==> config.mk <==
export PLATFORM = sky130hd
export DESIGN_NAME = idu_stage_buf
export DESIGN_NICKNAME = d
export VERILOG_FILES = /design/src/rtl/idu_stage_buf.sv
export SDC_FILE = /design/constraint.sdc
export NUM_CORES = 1
export LEC_CHECK = 0
export BUFFER_PORTS_ARGS = -buffer_cell sky130_fd_sc_hd__buf_2
export CORE_AREA = 2 2 245 126
export DETAILED_ROUTE_END_ITERATION = 10
export DIE_AREA = 0 0 247 128
export GPL_TIMING_DRIVEN = 0
export PLACE_DENSITY = 0.77
export SLEW_MARGIN = 20
export SYNTH_ARGS = -nofsm -noshare
export SYNTH_HDL_FRONTEND = slang
export SYNTH_SLANG_ARGS = --single-unit
==> constraint.sdc <==
create_clock -name clk -period 3 [get_ports clk]
set_input_delay 0.45 -clock clk [delete_from_list [all_inputs] [get_ports clk]]
set_output_delay 0.45 -clock clk [all_outputs]
set_load 0.01 [all_outputs]
==> src/rtl/idu_stage_buf.sv <==
// Decode-stage output buffer: DEPTH-entry valid/ready FIFO toward EXU
// with flush, freeze, load-use bubble insertion and a stall counter.
module idu_stage_buf #(
  parameter int CPU_WIDTH      = 32,
  parameter int DEC_W          = 64,
  parameter int REG_ADDR_WIDTH = 5,
  parameter int DEPTH          = 2,
  parameter int CNT_W          = 16
) (
  input  logic                      clk,
  input  logic                      rst_n,
  input  logic                      enable,
  input  logic                      flush,
  input  logic                      in_valid,
  output logic                      in_ready,
  input  logic [CPU_WIDTH-1:0]      in_pc,
  input  logic [CPU_WIDTH-1:0]      in_inst,
  input  logic [DEC_W-1:0]          in_dec,
  input  logic [REG_ADDR_WIDTH-1:0] in_rs1,
  input  logic [REG_ADDR_WIDTH-1:0] in_rs2,
  output logic                      out_valid,
  input  logic                      out_ready,
  output logic [CPU_WIDTH-1:0]      out_pc,
  output logic [CPU_WIDTH-1:0]      out_inst,
  output logic [DEC_W-1:0]          out_dec,
  output logic [REG_ADDR_WIDTH-1:0] out_rs1,
  output logic [REG_ADDR_WIDTH-1:0] out_rs2,
  input  logic [REG_ADDR_WIDTH-1:0] ex_rd,
  input  logic                      ex_mem_ren,
  output logic                      hazard_stall,
  output logic [$clog2(DEPTH):0]    occupancy,
  output logic [CNT_W-1:0]          stall_cnt
);

  localparam int AW = $clog2(DEPTH);
  localparam int OW = AW + 1;

  typedef struct packed {
    logic [CPU_WIDTH-1:0]      pc;
    logic [CPU_WIDTH-1:0]      inst;
    logic [DEC_W-1:0]          dec;
    logic [REG_ADDR_WIDTH-1:0] rs1;
    logic [REG_ADDR_WIDTH-1:0] rs2;
  } ent_t;

  ent_t          mem [DEPTH];
  ent_t          head;
  ent_t          wdat;
  logic [AW-1:0] wr_ptr;
  logic [AW-1:0] rd_ptr;
  logic [OW-1:0] occ;
  logic          live;
  logic          full;
  logic          empty;
  logic          hazard;
  logic          push;
  logic          pop;

  assign live  = enable & ~flush;
  assign head  = mem[rd_ptr];
  assign full  = (occ == OW'(DEPTH));
  assign empty = (occ == '0);

  // Load result not yet available: hold the consumer back one bubble
  assign hazard = ~empty & ex_mem_ren & (ex_rd != '0)
                & ((head.rs1 == ex_rd) | (head.rs2 == ex_rd));

  // rst_n term keeps in_ready low while reset is held
  assign in_ready     = rst_n & live & ~full;
  assign out_valid    = live & ~empty & ~hazard;
  assign hazard_stall = live & hazard;

  assign push = in_valid & in_ready;
  assign pop  = out_valid & out_ready;

  assign wdat.pc   = in_pc;
  assign wdat.inst = in_inst;
  assign wdat.dec  = in_dec;
  assign wdat.rs1  = in_rs1;
  assign wdat.rs2  = in_rs2;

  assign out_pc    = head.pc;
  assign out_inst  = head.inst;
  assign out_dec   = head.dec;
  assign out_rs1   = head.rs1;
  assign out_rs2   = head.rs2;
  assign occupancy = occ;

  always_ff @(posedge clk or negedge rst_n) begin
    if (!rst_n) begin
      for (int i = 0; i < DEPTH; i++) mem[i] <= '0;
      wr_ptr <= '0;
      rd_ptr <= '0;
      occ    <= '0;
    end else if (enable) begin
      if (flush) begin
        wr_ptr <= '0;
        rd_ptr <= '0;
        occ    <= '0;
      end else begin
        if (push) begin
          mem[wr_ptr] <= wdat;
          wr_ptr      <= wr_ptr + AW'(1);
        end
        if (pop) rd_ptr <= rd_ptr + AW'(1);
        if (push && !pop)      occ <= occ + OW'(1);
        else if (pop && !push) occ <= occ - OW'(1);
      end
    end
  end

  always_ff @(posedge clk or negedge rst_n) begin
    if (!rst_n) begin
      stall_cnt <= '0;
    end else if (hazard_stall && stall_cnt != '1) begin
      stall_cnt <= stall_cnt + CNT_W'(1);
    end
  end

endmodule

==> metrics <==
largest net degree at the start of global routing=just over 100; GRT Util Overall=0.2034; TritonRoute pass-1 iters=4; status=completed; sequential cell area=around 0.0074 sq mm; cell count after synthesis=slightly below 900; via/cell ratio=around 5; Max-Cap Viols=0; peak supply drop=between 0.5 and 0.6 mV; Post-synth top flop=dfrtp_1; CTS tree=done; CP Buf/Inv Count=6; Final min period=2.918 ns; leak pwr=around 7.9 nW; Initial Utilization=0.4410; Distinct cells, synth=42; Nets=1381; total global routing overflow=0; CP Max Fanout=10; CP arrival=approximately 2.5 ns; routed len/inst=~20 um; fin worst setup slack=0.08190 ns; number of synthesized flops with an enable pin=0; # clock sinks=296; skew final=0.006645 ns; post-route ant nets=0; # rows=45; CTS Buffer Depth=3; share of cells above drive strength 1=0.6592; HP Class=input port to register; worst rel slew slack=0.5058; Seq/Total Area, Yosys=0.5660; area taken by multi-input logic gates=between 0.005 and 0.006 sq mm; Min Hold Slack=approximately 0.15 ns; Final setup viols=0; Final period util=0.9727; delay-heaviest family, CP=buffers and inverters; Clock Latency Late Sink=roughly 0.54 ns; Warnings, synthesis=0; commonest non-fill, non-tap cell in the layout=mux2_2; max incr delay on CP=between 0.4 and 0.5 ns; most used cell, CP=buf_12; #FFs+latches synth=around 300; first-pass GRT wire length=roughly 51000 um; Place WS=-0.5931 ns; Syn-to-layout area delta=25.20%; clock buffer count from CTS=27; Reg clk slew, reported paths=about 0.070 ns; H-tree Lvls=1; CP endpoint kind=output port; Worst Setup Path Type=register to output port; Setup crit start kind=register; fraction of synthesis flops using an asynchronous set or reset pin=1.000; CP required=about 2.6 ns; Slew Viols, Final=0; drt drc=0; vias in the first global route=about 9000; Routed WL=32300 um; Die W=~250 um; Hold Fails Final Rpt=0; RSZ-0062 raised after global routing=yes; setup_tns=0 ns; fillers=roughly 2400; RD Place Congestion=approximately 0.83; I/O Pins=between 300 and 400; Port Buf Inserts=between 300 and 400; chip height=approximately 130 um; DP HPWL=about 23000 um; CORE AREA=about 0.030 sq mm; Max Fclk=roughly 340 MHz; Mean Syn Cell Area=about 15 sq um; Cell Pwr Density=slightly below 1000 mW/mm^2; Root Driver=clkbuf_16; drt initial violations=280; antenna violations before repair=6; Least-Margin Pin Slew=around 0.74 ns; via count=roughly 8400; post-synthesis cell area=0.01309 sq mm; most frequent cells in the layout=405 x mux2_2, 324 x buf_2, 296 x dfrtp_1, 27 x clkbuf_16, 16 x clkbuf_1; CP max-delay cell=clkbuf_1; syn nets=a little over 1000; worst path cell trace=buf_6 -> buf_12 -> buf_12 -> buf_4 -> clkbuf_1 -> mux2_2 -> buf_2; Die ar.=approximately 0.032 sq mm
==> worst paths after layout <==
path	slack, ns	start	cells after the start	to
setup reg to reg	0.25	occupancy[0]$_DFFE_PN0P_	6	mem[94]$_DFFE_PN0P_
hold / removal	0.15	in_dec[27]	2	mem[37]$_DFFE_PN0P_
min in group asynchronous	0.29	rst_n	2	stall_cnt[4]$_DFFE_PN0P_
max in group asynchronous	1.83	rst_n	4	mem[55]$_DFFE_PN0P_
hold reg to reg	0.50	mem[79]$_DFFE_PN0P_	1	mem[79]$_DFFE_PN0P_
setup / recovery	0.08	rd_ptr$_DFFE_PN0P_	7	out_dec[21]
==> synthesized netlist by cell type, types with 2 or more instances <==
cell type  number  share of area
mux2_2        405           0.35
dfrtp_1       296           0.57
clkbuf_1       27         0.0077
buf_2          18         0.0069
xor2_1         15          0.010
inv_1          13         0.0037
nor2_1         12         0.0034
nor3_1         11         0.0042
mux2i_1         9         0.0069
xnor2_1         9         0.0060
and3_1          7         0.0033
nand2_1         6         0.0017
nand3_1         5         0.0019
nand4_1         5         0.0024
a21oi_1         4         0.0015
buf_6           3         0.0026
nand2b_1        3         0.0014
or3_1           3         0.0014
and4_1          2         0.0013
buf_1           2        0.00057
o211ai_1        2         0.0011
==> sequential cells by signal, summed over array words and instances (netlist names) <==
name       flops
rd_ptr         1
stall_cnt     16
occupancy      2
wr_ptr         1
mem          276
==> metal layers <==
| layer | wire, um | track usage | up-vias | part of all wire |
|---|---|---|---|---|
| met5 | 13 | 0 | - | 0.00040 |
| met1 | 14820 | 0.2831 | 4258 | 0.46 |
| met2 | 14870 | 0.3210 | 206 | 0.46 |
| met3 | 2149 | 0.05757 | 37 | 0.067 |
| met4 | 444 | 0.03756 | 2 | 0.014 |
| li1 | - | - | 3862 | - |
==> cell families (layout without fill, tap and decap cells) <==
kind of cell | count (synthesis) | count (layout) | synth area share
compound gates | 14 | 14 | 0.009371
xor+xnor | 24 | 24 | 0.01606
fa+ha+maj | 1 | 1 | 0.0009560
buf+inv | 64 | 433 | 0.02266
flops | 296 | 296 | 0.5660
mux | 416 | 416 | 0.3573
other cells | 0 | 4 | 0
simple gates | 63 | 63 | 0.02763
==> final cells by class <==
type,instances,share of cell area
Tap cell,399,0.03047
Antenna cell,4,0.0006109
Clock buffer,36,0.04635
Clock inverter,10,0.006873
Inverter,13,0.002978
Multi-Input combinational cell,518,0.3346
Sequential cell,296,0.4521
Timing Repair Buffer,324,0.1097
Buffer,50,0.01634
==> power breakdown <==
| group | switching (mW) | internal (mW) |
|---|---|---|
| Clock | 1.51 | 1.95 |
| Sequential | 0.889 | 5.77 |
| Combinational | 2.62 | 3.39 |
==> per-stage QoR <==
stage          total power [mW]  area (sq um)  std cells  utilization
3_5_place_dp              12.54         15220       1588       0.5129
6_report                  16.13         16380       1650       0.5522
2_1_floorplan             10.29         13090        878            -
5_1_grt                   17.11         16370       1646       0.5518
4_1_cts                   16.27         16340       1645       0.5507
3_3_place_gp              12.26         15130       1585       0.5098
==> timing repair <==
| action | in CTS | in global routing |
|---|---|---|
| pin swaps | 3 | 4 |
| setup buffers | 8 | 2 |
| setup endpoints to repair | 190 | 70 |
| hold buffers | 3 | 0 |
| hold endpoints to repair | 60 | 0 |
| gates resized for setup | 29 | 11 |
Note: power is estimated with default switching activity, not from simulation.
